`src/rtl/conv2_window_buf.sv`:
```
// Streaming 5x5 sliding-window generator over a raster-order feature map.
// Optional frame_done pulse is enabled by defining CONV2_WINDOW_FRAME_DONE_EN.
module conv2_window_buf #(
  parameter int unsigned WIDTH     = 12,
  parameter int unsigned HEIGHT    = 12,
  parameter int unsigned DATA_BITS = 12
) (
  input  logic                 clk,
  input  logic                 rst_n,
  input  logic                 valid_in,
  input  logic [DATA_BITS-1:0] data_in,
  output logic [DATA_BITS-1:0] data_out_0,
  output logic [DATA_BITS-1:0] data_out_1,
  output logic [DATA_BITS-1:0] data_out_2,
  output logic [DATA_BITS-1:0] data_out_3,
  output logic [DATA_BITS-1:0] data_out_4,
  output logic [DATA_BITS-1:0] data_out_5,
  output logic [DATA_BITS-1:0] data_out_6,
  output logic [DATA_BITS-1:0] data_out_7,
  output logic [DATA_BITS-1:0] data_out_8,
  output logic [DATA_BITS-1:0] data_out_9,
  output logic [DATA_BITS-1:0] data_out_10,
  output logic [DATA_BITS-1:0] data_out_11,
  output logic [DATA_BITS-1:0] data_out_12,
  output logic [DATA_BITS-1:0] data_out_13,
  output logic [DATA_BITS-1:0] data_out_14,
  output logic [DATA_BITS-1:0] data_out_15,
  output logic [DATA_BITS-1:0] data_out_16,
  output logic [DATA_BITS-1:0] data_out_17,
  output logic [DATA_BITS-1:0] data_out_18,
  output logic [DATA_BITS-1:0] data_out_19,
  output logic [DATA_BITS-1:0] data_out_20,
  output logic [DATA_BITS-1:0] data_out_21,
  output logic [DATA_BITS-1:0] data_out_22,
  output logic [DATA_BITS-1:0] data_out_23,
  output logic [DATA_BITS-1:0] data_out_24,
  output logic                 valid_out_buf
`ifdef CONV2_WINDOW_FRAME_DONE_EN
  ,
  output logic                 frame_done
`endif
);

  localparam int unsigned Depth   = 4 * WIDTH + 5;
  localparam int unsigned ColBits = $clog2(WIDTH);
  localparam int unsigned RowBits = $clog2(HEIGHT);

  logic [DATA_BITS-1:0] line_q [Depth];
  logic [DATA_BITS-1:0] line_d [Depth];
  logic [DATA_BITS-1:0] taps_q [25];
  logic [ColBits-1:0]   col_q, col_d;
  logic [RowBits-1:0]   row_q, row_d;
  logic                 valid_q;
  logic                 qualify;
  logic                 last_pos;

  // Entry 0 is the incoming sample, so entry k is the sample accepted k steps earlier.
  always_comb begin
    line_d[0] = data_in;
    for (int i = 1; i < Depth; i++) begin
      line_d[i] = line_q[i-1];
    end
  end

  assign qualify  = valid_in && (row_q >= RowBits'(4)) && (col_q >= ColBits'(4));
  assign last_pos = (row_q == RowBits'(HEIGHT - 1)) && (col_q == ColBits'(WIDTH - 1));

  always_comb begin
    col_d = col_q;
    row_d = row_q;
    if (valid_in) begin
      if (col_q == ColBits'(WIDTH - 1)) begin
        col_d = '0;
        row_d = (row_q == RowBits'(HEIGHT - 1)) ? '0 : row_q + RowBits'(1);
      end else begin
        col_d = col_q + ColBits'(1);
      end
    end
  end

  always_ff @(posedge clk or negedge rst_n) begin
    if (!rst_n) begin
      for (int i = 0; i < Depth; i++) line_q[i] <= '0;
      for (int k = 0; k < 25; k++) taps_q[k] <= '0;
      col_q   <= '0;
      row_q   <= '0;
      valid_q <= 1'b0;
    end else begin
      valid_q <= qualify;
      col_q   <= col_d;
      row_q   <= row_d;
      if (valid_in) begin
        for (int i = 0; i < Depth; i++) line_q[i] <= line_d[i];
      end
      // Tap (r,c) sits (4-r) rows and (4-c) columns behind the newest sample.
      if (qualify) begin
        for (int k = 0; k < 25; k++) begin
          taps_q[k] <= line_d[(4 - k / 5) * WIDTH + (4 - k % 5)];
        end
      end
    end
  end

`ifdef CONV2_WINDOW_FRAME_DONE_EN
  logic frame_done_q;

  always_ff @(posedge clk or negedge rst_n) begin
    if (!rst_n) begin
      frame_done_q <= 1'b0;
    end else begin
      frame_done_q <= valid_in && last_pos;
    end
  end

  assign frame_done = frame_done_q;
`else
  logic unused_last_pos;
  assign unused_last_pos = last_pos;
`endif

  assign valid_out_buf = valid_q;
  assign data_out_0  = taps_q[0];
  assign data_out_1  = taps_q[1];
  assign data_out_2  = taps_q[2];
  assign data_out_3  = taps_q[3];
  assign data_out_4  = taps_q[4];
  assign data_out_5  = taps_q[5];
  assign data_out_6  = taps_q[6];
  assign data_out_7  = taps_q[7];
  assign data_out_8  = taps_q[8];
  assign data_out_9  = taps_q[9];
  assign data_out_10 = taps_q[10];
  assign data_out_11 = taps_q[11];
  assign data_out_12 = taps_q[12];
  assign data_out_13 = taps_q[13];
  assign data_out_14 = taps_q[14];
  assign data_out_15 = taps_q[15];
  assign data_out_16 = taps_q[16];
  assign data_out_17 = taps_q[17];
  assign data_out_18 = taps_q[18];
  assign data_out_19 = taps_q[19];
  assign data_out_20 = taps_q[20];
  assign data_out_21 = taps_q[21];
  assign data_out_22 = taps_q[22];
  assign data_out_23 = taps_q[23];
  assign data_out_24 = taps_q[24];

endmodule

```
`config.mk`:
```
export PLATFORM = sky130hd
export DESIGN_NAME = conv2_window_buf
export DESIGN_NICKNAME = d
export VERILOG_FILES = /design/src/rtl/conv2_window_buf.sv
export SDC_FILE = /design/constraint.sdc
export NUM_CORES = 1
export LEC_CHECK = 0
export CORE_UTILIZATION = 50
export CTS_BUF_LIST = sky130_fd_sc_hd__clkbuf_8
export DETAILED_ROUTE_END_ITERATION = 8
export MAX_ROUTING_LAYER = met4
export PLACE_DENSITY = 0.68
export SLEW_MARGIN = 20
export SYNTH_ARGS = -nofsm -noshare
export SYNTH_HDL_FRONTEND = slang
export SYNTH_SLANG_ARGS = --single-unit
```
`constraint.sdc`:
```
create_clock -name clk -period 4.28 [get_ports clk]
set_input_delay 1.07 -clock clk [delete_from_list [all_inputs] [get_ports clk]]
set_output_delay 1.07 -clock clk [all_outputs]
set_load 0.02 [all_outputs]
```
# == After elaboration in Yosys (flattened, before gate mapping) ==
# Index checks and enable logic that the tools add are counted.
# Widths: inputs -> output; s select.
# totals
in_bits,15
output_inout_bits,301
register_bits,933
elab_cells,91
# classes
n_reduce_logical,3
n_mux,2
n_lt_le_gt_ge,2
eq_ne,2
n_addsub,2
# ops
operator,n
$add 4x1->4 const B,2
$eq 4x4->1 const B,2
$ge 4x3->1 const B,2
$mux 4,2
$logic_and 1x1->1,2
$reduce_and 2->1,1

# == Depth between registers and ports, before layout ==
# logic_depth
word_depth,3
ltp_mapped,6
depth_no_buf,4

# == Least setup slack after synthesis ==
# No wires, ideal clock.
# synth_timing
path_kind,input to register
startpoint,input port valid_in
endpoint,register line_q (netlist bit line_d[612])
slack_ps,2230
required_ps,4155
stages,4
arrival_time_ps,1925
n_path_buf,3
setup_ps,125
cell_sequence,buf_2 > buf_2 > buf_2 > mux2_2
# synth_rtl
element,line,source
"start, declared",10,"input logic valid_in,"
"end, declared",48,logic [DATA_BITS-1:0] line_q [Depth];
# No word-level cell between the ends.

# == Final worst setup path ==
# layout_timing
startpoint,register taps_q (netlist bit data_out_19[3])
endpoint,output port data_out_19[3]
# layout_rtl
element,line,source
"start, declared",50,logic [DATA_BITS-1:0] taps_q [25];
"start signal, assigned by index",98,taps_q[k] <= line_d[(4 - k / 5) * WIDTH + (4 - k % 5)];
"end, declared",31,"output logic [DATA_BITS-1:0] data_out_19,"
# No word-level cell between the ends.

==> qor.yml <==
status: "finished clean"
largest_reg_flops: 624
insertion_delay_ps: 740
synth_cell_types: 19
clkTransAtPathRegs_ps: 60
final_common_cell: "dfrtp_1"
cp.required_ps: 3210
port_buffers: 315
period_share_pct: 68.40
cts_sinks: 933
cts_tree: "done"
final_cell_area_mm2: 0.04150
fin_crit_ps: 2927
ctsHtreeMaxLevel: 4
grt_max_degree: 175
drive_above_1_share_pct: 35.01
layout_common_cells: "dfrtp_1 (933), mux2_2 (639), clkdlybuf4s50_1 (313), mux2_1 (289), clkbuf_8 (186)"
slew_viol_final: 0
num_rows: 96
vdd_drop_max_uv: 425.6
vias_per_cell: 5.175
slew_headroom_pct: 32.55
via_count: 17444
synth.cell_area_mm2: 0.03456
yosysSeqAreaShare_pct: 67.55
antenna_found_initial: 1
setup_viol: 0
dieWidth_um: 264.9
post_cts_buffers: 0
ios: 316
fillers: 5066
endpoint_kind: "output pin"
avgSynthCellArea_um2: 17.34
dp_hpwl_um: 39040
synthesis.nets: 2010
core_mm2: 0.06847
overflow: 0
rsz0062_at_grt: "false"
final_nets: 2402
grt_pass1_vias: 18870
synth_warnings: 0
power_density_mw_per_mm2: 617.0
tightestPinTransition_ps: 1012
timing.fmax_mhz: 341.6
cts_resized: 0
multi_input_area_mm2: 0.01062
gp_congestion: 0.7860
seq_area_mm2: 0.02335
grt_use_total_pct: 18.78
p_leak_nw: 20.01
cp_max_fo: 2
final_antenna_net_count: 0
drc: 0
critical_path_class: "reg2out"
numCtsBuffers: 150
total_power_w: 0.02561
wl_per_cell_um: 18.27
worst_path_max_delay_cell: "clkdlybuf4s50_1"
max_stage_delay_ps: 770
worst_setup_path_start_kind: "register"
worst_clock_skew_ps: 19.32
cts_max_path_buffers: 3
root_buffer: "clkbuf_8"
dieArea_mm2: 0.07018
postRouteWirelength_um: 61580
final-hold-violation-count: 0
start_util_pct: 50.48
grt_pass1_wl_um: 102100
synth_cells: 1993
cp.arrival_ps: 1860
place_area_mm2: 0.03863
crit_buf_inv: 1
area_growth_pct: 20.07
maxCapViolCount: 0
path_cells: "clkdlybuf4s50_1"
die_height_um: 264.9
finalSetupTns_ps: 0
detail_route.first_pass.iterations: 4
synth-seq-cells: 933
hp-class: "in2async"
cp_top_family: "buffers and inverters"
postCtsHoldBufs: 0
drt_iter0_markers: 728
## per-layer routing
layer  up-vias  wire length, µm  GRT usage, %
li1       7895                -             -
met1      9137            27420         24.13
met2       309            29310         28.32
met3       103             3264         5.323
met4         0             1582         7.343
met5         -                0             -
## power by group
group	switching [W]	internal (W)	leakage, nW	total, W
registers	0.00140	0.0111	12.2	0.0125
logic	0.00271	0.00323	6.16	0.00594
clock network	0.00324	0.00394	1.69	0.00719
total	0.00736	0.0183	20.0	0.0256
## worst paths after layout
kind | startpoint | endpoint | slack [ps] | depth (start not counted)
worst max-delay path | data_out_19[3]$_DFFE_PN0P_ | data_out_19[3] | 1350 | 1
worst min-delay path | rst_n | line_d[281]$_DFFE_PN0P_ | 320 | 1
worst max register to register | row_q[2]$_DFFE_PN0P_ | data_out_16[1]$_DFFE_PN0P_ | 1860 | 3
worst min register to register | line_d[1]$_DFFE_PN0P_ | data_out_0[1]$_DFFE_PN0P_ | 480 | 1
max in group asynchronous | rst_n | data_out_10[5]$_DFFE_PN0P_ | 2830 | 3
min in group clk | line_d[1]$_DFFE_PN0P_ | data_out_0[1]$_DFFE_PN0P_ | 480 | 1
## cells in the mapped netlist (all sizes together)
master,instances,share of area [%]
a21boi,1,0.022
a21o,1,0.022
a311oi,1,0.025
and4b,1,0.029
buf,103,1.7
dfrtp,933,68
ha,2,0.072
inv,4,0.043
mux2,928,30
nand2,4,0.043
nand3,3,0.043
nand3b,1,0.022
nand4b,1,0.025
nor2,4,0.043
o21ai,4,0.058
o221ai,1,0.043
or4,1,0.022
## kinds of logic after synthesis
| logic type | count (synthesis) | share of synthesized area [%] |
|---|---|---|
| flops | 933 | 67.55 |
| mux | 928 | 30.23 |
| buf+inv | 107 | 1.745 |
| simple gates | 15 | 0.2280 |
| compound gates | 8 | 0.1702 |
| fa+ha+maj | 2 | 0.07239 |
## metrics by stage
stage          util [%]  setup slack [ps]  hold WS (ps)  cells
2_1_floorplan         -              2230         454.1   1993
3_3_place_gp      56.42              1292         464.4   3115
3_5_place_dp      56.42              1248         474.1   3115
4_1_cts           60.61              1237         272.0   3370
5_1_grt           60.62              1227         313.1   3371
6_report          60.62              1353         316.8   3371
## cell type report
| type | count | share of cell area, % |
|---|---|---|
| clock inverter | 69 | 0.7537 |
| clock buffer | 186 | 6.168 |
| inverter | 4 | 0.03618 |
| timing repair buffer | 343 | 8.520 |
| sequential | 933 | 56.26 |
| tap | 882 | 2.659 |
| antenna | 1 | 0.006030 |
| multi-input combinational | 953 | 25.60 |
No activity file was read; power rests on OpenSTA's default activity.
